===== src/rtl/al_accel_pkg.sv =====
// al_accel_pkg -- shared constants for the accumulate/requantize block.
//   * FSM state encoding (IDLE, ACC, MUL, RND, OUT)
//   * datapath widths: 32-bit accumulator, 8-bit data, 64-bit product
//   * Q31 fixed-point shift constant
//   * acc_add(): one accumulate step. It saturates when AL_ACCEL_ACC_SAT_EN
//     is defined and wraps modulo 2^32 otherwise.
package al_accel_pkg;

  localparam int ACC_W     = 32;
  localparam int DATA_W    = 8;
  localparam int PROD_W    = 64;
  localparam int Q31_SHIFT = 31;

  localparam int ST_W = 3;
  localparam logic [ST_W-1:0] ST_IDLE = 3'd0;
  localparam logic [ST_W-1:0] ST_ACC  = 3'd1;
  localparam logic [ST_W-1:0] ST_MUL  = 3'd2;
  localparam logic [ST_W-1:0] ST_RND  = 3'd3;
  localparam logic [ST_W-1:0] ST_OUT  = 3'd4;

  localparam logic signed [ACC_W-1:0] ACC_MAX = {1'b0, {(ACC_W-1){1'b1}}};
  localparam logic signed [ACC_W-1:0] ACC_MIN = {1'b1, {(ACC_W-1){1'b0}}};

  function automatic logic signed [ACC_W-1:0] acc_add(
    input logic signed [ACC_W-1:0] a,
    input logic signed [ACC_W-1:0] b
  );
`ifdef AL_ACCEL_ACC_SAT_EN
    logic signed [ACC_W:0] s;
    s = {a[ACC_W-1], a} + {b[ACC_W-1], b};
    // The sign bit and the carry bit differ only when the sum overflowed.
    if (s[ACC_W] != s[ACC_W-1]) return s[ACC_W] ? ACC_MIN : ACC_MAX;
    return s[ACC_W-1:0];
`else
    return a + b;
`endif
  endfunction

endpackage


===== src/rtl/al_accel_requant.sv =====
// al_accel_requant -- the MUL / RND / clamp datapath for one output pixel.
//   clk, resetn            : clock, synchronous active-low reset
//   mul_en, rnd_en, out_en : one-hot stage strobes from the controlling FSM
//   acc                    : final signed accumulator value
//   mult, shift            : Q31 multiplier and extra right shift (latched)
//   offset                 : output zero point (latched)
//   act_min, act_max       : clamp bounds (latched)
//   out_data, out_vld      : int8 result (held until next OUT), 1-cycle valid
module al_accel_requant
  import al_accel_pkg::*;
(
  input  logic                     clk,
  input  logic                     resetn,
  input  logic                     mul_en,
  input  logic                     rnd_en,
  input  logic                     out_en,
  input  logic signed [ACC_W-1:0]  acc,
  input  logic signed [ACC_W-1:0]  mult,
  input  logic [4:0]               shift,
  input  logic signed [DATA_W-1:0] offset,
  input  logic signed [DATA_W-1:0] act_min,
  input  logic signed [DATA_W-1:0] act_max,
  output logic signed [DATA_W-1:0] out_data,
  output logic                     out_vld
);

  logic signed [PROD_W-1:0] prod;
  logic signed [PROD_W-1:0] v;

  logic        [5:0]        s;
  logic signed [PROD_W-1:0] acc_ext, mult_ext, round_c, v_next;
  logic signed [PROD_W-1:0] off_ext, min_ext, max_ext;
  logic signed [DATA_W-1:0] clamped;

  // NOTE: every always_comb output gets a default assignment first, so no
  // path through the block can leave a value unassigned and infer a latch.
  always_comb begin
    acc_ext  = {{(PROD_W-ACC_W){acc[ACC_W-1]}}, acc};
    mult_ext = {{(PROD_W-ACC_W){mult[ACC_W-1]}}, mult};
    off_ext  = {{(PROD_W-DATA_W){offset[DATA_W-1]}}, offset};
    min_ext  = {{(PROD_W-DATA_W){act_min[DATA_W-1]}}, act_min};
    max_ext  = {{(PROD_W-DATA_W){act_max[DATA_W-1]}}, act_max};
    s        = 6'(Q31_SHIFT) + {1'b0, shift};
    // s is at least 31, so s-1 never underflows; this adds half an LSB.
    round_c  = 64'sd1 <<< (s - 6'd1);
    v_next   = ((prod + round_c) >>> s) + off_ext;

    // min(max(v, act_min), act_max): if the bounds are inverted, act_max wins.
    clamped = v[DATA_W-1:0];
    if (v < min_ext)      clamped = (act_min > act_max) ? act_max : act_min;
    else if (v > max_ext) clamped = act_max;
  end

  // NOTE: reset is sampled synchronously inside the clocked block, and all
  // state is updated with non-blocking assignments.
  always_ff @(posedge clk) begin
    if (!resetn) begin
      prod     <= '0;
      v        <= '0;
      out_data <= '0;
      out_vld  <= 1'b0;
    end else begin
      out_vld <= out_en;
      if (mul_en) prod     <= acc_ext * mult_ext;
      if (rnd_en) v        <= v_next;
      if (out_en) out_data <= clamped;
    end
  end

endmodule


===== src/rtl/al_accel_acc_quant.sv =====
// al_accel_acc_quant -- accumulates cfg_num_ch PU partial sums onto a bias,
// then requantizes the result to int8 (Q31 multiply, rounding shift, zero
// point, clamp).
//   clk, resetn       : clock, synchronous active-low reset
//   start             : 1-cycle pulse in IDLE; latches cfg_* and starts a pixel
//   cfg_num_ch        : number of partial sums to accumulate (0 allowed)
//   cfg_bias          : initial accumulator value
//   cfg_mult/shift    : Q31 multiplier and extra right shift
//   cfg_out_offset    : output zero point
//   cfg_act_min/max   : clamp bounds
//   acc_in, acc_vld   : partial sum stream from the PU
//   out_data, out_vld : int8 result and its 1-cycle valid strobe
//   busy              : high outside IDLE
//   drop_err          : sticky flag; an acc_vld arrived outside ACC
// Build option: AL_ACCEL_ACC_SAT_EN selects a saturating accumulator
// (the default build wraps).
module al_accel_acc_quant
  import al_accel_pkg::*;
(
  input  logic                     clk,
  input  logic                     resetn,
  input  logic                     start,
  input  logic [15:0]              cfg_num_ch,
  input  logic signed [ACC_W-1:0]  cfg_bias,
  input  logic signed [ACC_W-1:0]  cfg_mult,
  input  logic [4:0]               cfg_shift,
  input  logic signed [DATA_W-1:0] cfg_out_offset,
  input  logic signed [DATA_W-1:0] cfg_act_min,
  input  logic signed [DATA_W-1:0] cfg_act_max,
  input  logic signed [ACC_W-1:0]  acc_in,
  input  logic                     acc_vld,
  output logic signed [DATA_W-1:0] out_data,
  output logic                     out_vld,
  output logic                     busy,
  output logic                     drop_err
);

  logic [ST_W-1:0]          state;
  logic signed [ACC_W-1:0]  acc;
  logic [15:0]              cnt;
  logic [15:0]              num_ch_q;
  logic signed [ACC_W-1:0]  mult_q;
  logic [4:0]               shift_q;
  logic signed [DATA_W-1:0] off_q, min_q, max_q;

  assign busy = (state != ST_IDLE);

  always_ff @(posedge clk) begin
    if (!resetn) begin
      state    <= ST_IDLE;
      acc      <= '0;
      cnt      <= '0;
      drop_err <= 1'b0;
      num_ch_q <= '0;
      mult_q   <= '0;
      shift_q  <= '0;
      off_q    <= '0;
      min_q    <= '0;
      max_q    <= '0;
    end else begin
      // A dropped acc_vld in the start cycle wins over the clear from start.
      if (acc_vld && state != ST_ACC)        drop_err <= 1'b1;
      else if (start && state == ST_IDLE)    drop_err <= 1'b0;

      case (state)
        ST_IDLE: if (start) begin
          num_ch_q <= cfg_num_ch;
          mult_q   <= cfg_mult;
          shift_q  <= cfg_shift;
          off_q    <= cfg_out_offset;
          min_q    <= cfg_act_min;
          max_q    <= cfg_act_max;
          acc      <= cfg_bias;
          cnt      <= '0;
          state    <= (cfg_num_ch != 16'd0) ? ST_ACC : ST_MUL;
        end
        ST_ACC: if (acc_vld) begin
          acc <= acc_add(acc, acc_in);
          cnt <= cnt + 16'd1;
          if (cnt + 16'd1 == num_ch_q) state <= ST_MUL;
        end
        ST_MUL:  state <= ST_RND;
        ST_RND:  state <= ST_OUT;
        ST_OUT:  state <= ST_IDLE;
        default: state <= ST_IDLE;
      endcase
    end
  end

  al_accel_requant u_requant (
    .clk      (clk),
    .resetn   (resetn),
    .mul_en   (state == ST_MUL),
    .rnd_en   (state == ST_RND),
    .out_en   (state == ST_OUT),
    .acc      (acc),
    .mult     (mult_q),
    .shift    (shift_q),
    .offset   (off_q),
    .act_min  (min_q),
    .act_max  (max_q),
    .out_data (out_data),
    .out_vld  (out_vld)
  );

endmodule


===== config.mk =====
export PLATFORM = sky130hd
export DESIGN_NAME = al_accel_acc_quant
export DESIGN_NICKNAME = d
export VERILOG_FILES = /design/src/rtl/al_accel_pkg.sv /design/src/rtl/al_accel_requant.sv /design/src/rtl/al_accel_acc_quant.sv
export SDC_FILE = /design/constraint.sdc
export NUM_CORES = 2
export LEC_CHECK = 0
export ABC_CLOCK_PERIOD_IN_PS = 10270
export CORE_MARGIN = 10
export CORE_UTILIZATION = 61
export CTS_CLUSTER_DIAMETER = 30
export DETAILED_ROUTE_END_ITERATION = 8
export DONT_BUFFER_PORTS = 1
export HOLD_SLACK_MARGIN = 0.08
export PLACE_DENSITY = 0.8
export RECOVER_POWER = 50
export SLEW_MARGIN = 30
export SYNTH_ARGS = -nofsm -noshare
export SYNTH_HDL_FRONTEND = slang
export SYNTH_SLANG_ARGS = --single-unit
export TNS_END_PERCENT = 1

===== constraint.sdc =====
create_clock -name clk -period 10.27 [get_ports clk]
set_input_delay 2.054 -clock clk [delete_from_list [all_inputs] [get_ports clk]]
set_output_delay 2.054 -clock clk [all_outputs]
set_load 0.05 [all_outputs]

==> results.md <==
* CTS tree: built
* Max_cap viols at 3
* Vias post-DR at 56.3k
* CTS Hold Bufs at 0
* Largest cells by area after synthesis: fa_1 (34%), ha_1 (9.6%), dfxtp_1 (8.4%), nand2_1 (8.3%), inv_1 (7.3%)
* Minimum clock period at between 9000 and 10000 ps
* Number of top-level pins at 156
* Final Routed Wirelength at about 200 mm
* Failing checks: max-capacitance violations, max-slew violations
* Share of the synthesized area in the top cell type at 0.344
* Largest net degree at the start of global routing at 141
* Slew Viols, Final at around 290
* Top cell type by total area after synthesis: fa_1
* First-pass GRT wire length at around 320 mm
* Worst hold path type: flip-flop to flip-flop
* Final Hold Fails at 0
* Slowest stage delay, CP at about 510 ps
* H-tree levels at 3
* Tot Pwr at about 12 mW
* Pwr per Cell Area at ~180 nW/um2
* Number of enable flip-flop cells after synthesis at 0
* CORE AREA at between 100000 and 150000 um2
* Pre-CTS WS at ~900 ps
* Arrival @ worst endpoint at 9950 ps
* CTS clk-pin slew, worst paths at 50 ps
* Via density at 6.25
* CP Launch Type: flip-flop
* Main flop type after synthesis: dfxtp_1
* DRT antenna net count at 0
* Met2 WL post-DR at ~94 mm
* Starting Density at 0.617
* Hpwl dp at ~160 mm
* Worst slew margin at -2.77
* Worst Tran Pin Value at around 5600 ps
* TritonCTS buffer count at 76
* Setup Skew at ~70 ps
* Multi-input logic area at approximately 52000 um2
* Final period util at 0.919
* DIE HEIGHT at 342 um
* Sink Count at 266
* Layout cell share with drive strength beyond 1 at 0.0582
* Drt first pass iters at 6
* Sequential cell area at 5340 um2
* Register area share after synthesis at 0.0844
* Uppermost layer routed: met5
* CP max stage cell: o41ai_2
* Syn Inst Count at around 7.7k
* Pleak at slightly above 30 nW
* Antenna violations before repair at 8
* Fmax at between 100 and 150 MHz
* Gp weighted congestion at 1.07
* Critical path type: flip-flop to flip-flop
* FF+latch count, synth at ~270
* DRC errors left at 0
* Fill count at ~8.3k
* Mapped Area at 63100 um2
* Setup WS post-layout at roughly 830 ps
* Synth unique cells at approximately 120
* Commonest cells after routing, fill and taps aside: nand2_1 (1394), inv_1 (1223), fa_1 (1084)
* Number of nets in the layout at 9286
* Critical Path RT at 10790 ps
* Worst setup EP type: flip-flop
* RSZ-0062 raised after global routing: false
* Root buffer cell: clkbuf_16
* Synth async-reset ratio at 0
* Metal3 WL at 20.8 mm
* Initial drt markers at roughly 5.6k
* WL met1 at roughly 74 mm
* Finish-stage setup viols at 0
* Most common cell after layout, fill and taps aside: nand2_1
* Most common cell on crit path: a21oi_1
* DR WL/cell at 22.4 um
* Total congestion overflow at 0
* Yosys warnings at 0
* R2r worst-path depth at 37
* Number of global-route vias before repair at 58.6k
* Min-Delay Endpoint: u_requant.prod[51]$_SDFFE_PN0N_
* Hold Crit Start: u_requant.prod[51]$_SDFFE_PN0N_
* All-layer global routing usage at 0.349
* Worst r2r src: shift_q[1]$_SDFFE_PN0P_
* Num rows at ~120
* R2R setup slack at around 830 ps
* Worst Setup SP: shift_q[1]$_SDFFE_PN0P_
* Hold depth at 2
* Syn-to-layout area delta at 6.69%
* Post-Syn Area per Cell at between 8 and 9 um2
* Port Buffers at 0
* Setup TNS at 0 ps
* Die area at about 120000 um2
* Die Wd at around 340 um
* Worst r2r dst: u_requant.v[43]$_SDFFE_PN0P_
* Outcome: finished, violations left
* Worst skew pair latency at between 600 and 700 ps
* Maximum VDD drop at around 0.27 mV
* Largest fanout on the critical path at 8
* Clock Path Buffers at 3
cell families (layout without fill, tap and decap cells):
logic type / count (synthesis) / in the layout / share of synthesized area
mux: 88 / 88 / 0.0169
simple gates: 2464 / 2464 / 0.175
buf+inv: 1648 / 1552 / 0.101
fa+ha+maj: 1568 / 1568 / 0.440
xor+xnor: 205 / 205 / 0.0286
flops: 266 / 266 / 0.0844
other cells: 2 / 25 / 0.000119
compound gates: 1472 / 1472 / 0.154
power by group:
group	internal (mW)	leakage [nW]	switching, mW
registers	1.13	2.17	0.220
clock network	1.71	1.29	0.823
logic	3.12	27.0	5.19
total	5.97	30.5	6.23
layout make-up:
| type | instances | share of cell area |
|---|---|---|
| Clock inverter | 45 | 0.0100 |
| Antenna cell | 8 | 0.000297 |
| Inverter | 1229 | 0.0685 |
| Sequential cell | 266 | 0.0793 |
| Tap cell | 1368 | 0.0254 |
| Multi-Input combinational cell | 5814 | 0.765 |
| Clock buffer | 92 | 0.0305 |
| Timing Repair Buffer | 186 | 0.0206 |
critical path: cells and delay by family (launching register included):
family,cells,cell delay (ps)
buffers and inverters,3,490
adder cells (fa/ha/maj),3,1080
XOR/XNOR,1,340
multiplexers,2,610
AND/OR/NAND/NOR,8,1270
AO/OA/AOI/OAI,20,5050
flip-flops,1,430
worst max-delay path by stage:
stage | depth (start not counted) | end | slack [ps]
5_1_grt | 38 | u_requant.v[45]$_SDFFE_PN0P_ | 110
3_5_place_dp | 37 | u_requant.v[45]$_SDFFE_PN0P_ | 910
6_report | 37 | u_requant.v[43]$_SDFFE_PN0P_ | 830
3_3_place_gp | 26 | u_requant.prod[63]$_SDFFE_PN0N_ | 930
2_1_floorplan | 41 | u_requant.v[45]$_SDFFE_PN0P_ | 590
4_1_cts | 37 | u_requant.v[45]$_SDFFE_PN0P_ | 880
layer usage:
layer	vias to the layer above	GRT usage
met3	837	0.0733
met2	3062	0.573
met4	4	0.191
met1	27700	0.428
li1	24700	-
met5	-	0
repair_timing:
action	in CTS	in global routing
endpoints found under the setup margin	0	2
buffers inserted	0	0
resized for setup	0	1
registers in the layout (all words and copies together), names as in the netlist:
register / count
u_requant.prod: 64
u_requant.v: 64
acc: 32
mult_q: 32
cnt: 16
num_ch_q: 16
max_q: 8
min_q: 8
off_q: 8
u_requant.out_data: 8
shift_q: 5
state: 3
drop_err: 1
u_requant.out_vld: 1
synthesized netlist by cell type (54+ instances only):
library cell and number:
xnor2_1 137, o211ai_1 74, a21o_1 157, ha_1 483, inv_1 1226, nor3_1 75, o21ai_0 209, fa_1 1085
nand2b_1 55, nand4_1 78, mux2i_1 54, clkbuf_1 361, xor2_1 67, a21oi_1 496, and2_1 260, nand3_1 110
nand2_1 1396, nor2_1 315, dfxtp_1 266
through the flow:
stage	instance area (um2)	hold slack, ps	utilization	instances
floorplan	63200	432	-	7728
global placement	64600	445	0.631	8863
detailed placement	64600	451	0.631	8863
CTS	67300	455	0.658	9000
global route	67300	474	0.658	9005
finish	67300	455	0.658	9008
Power figures use the tool's default switching activity.
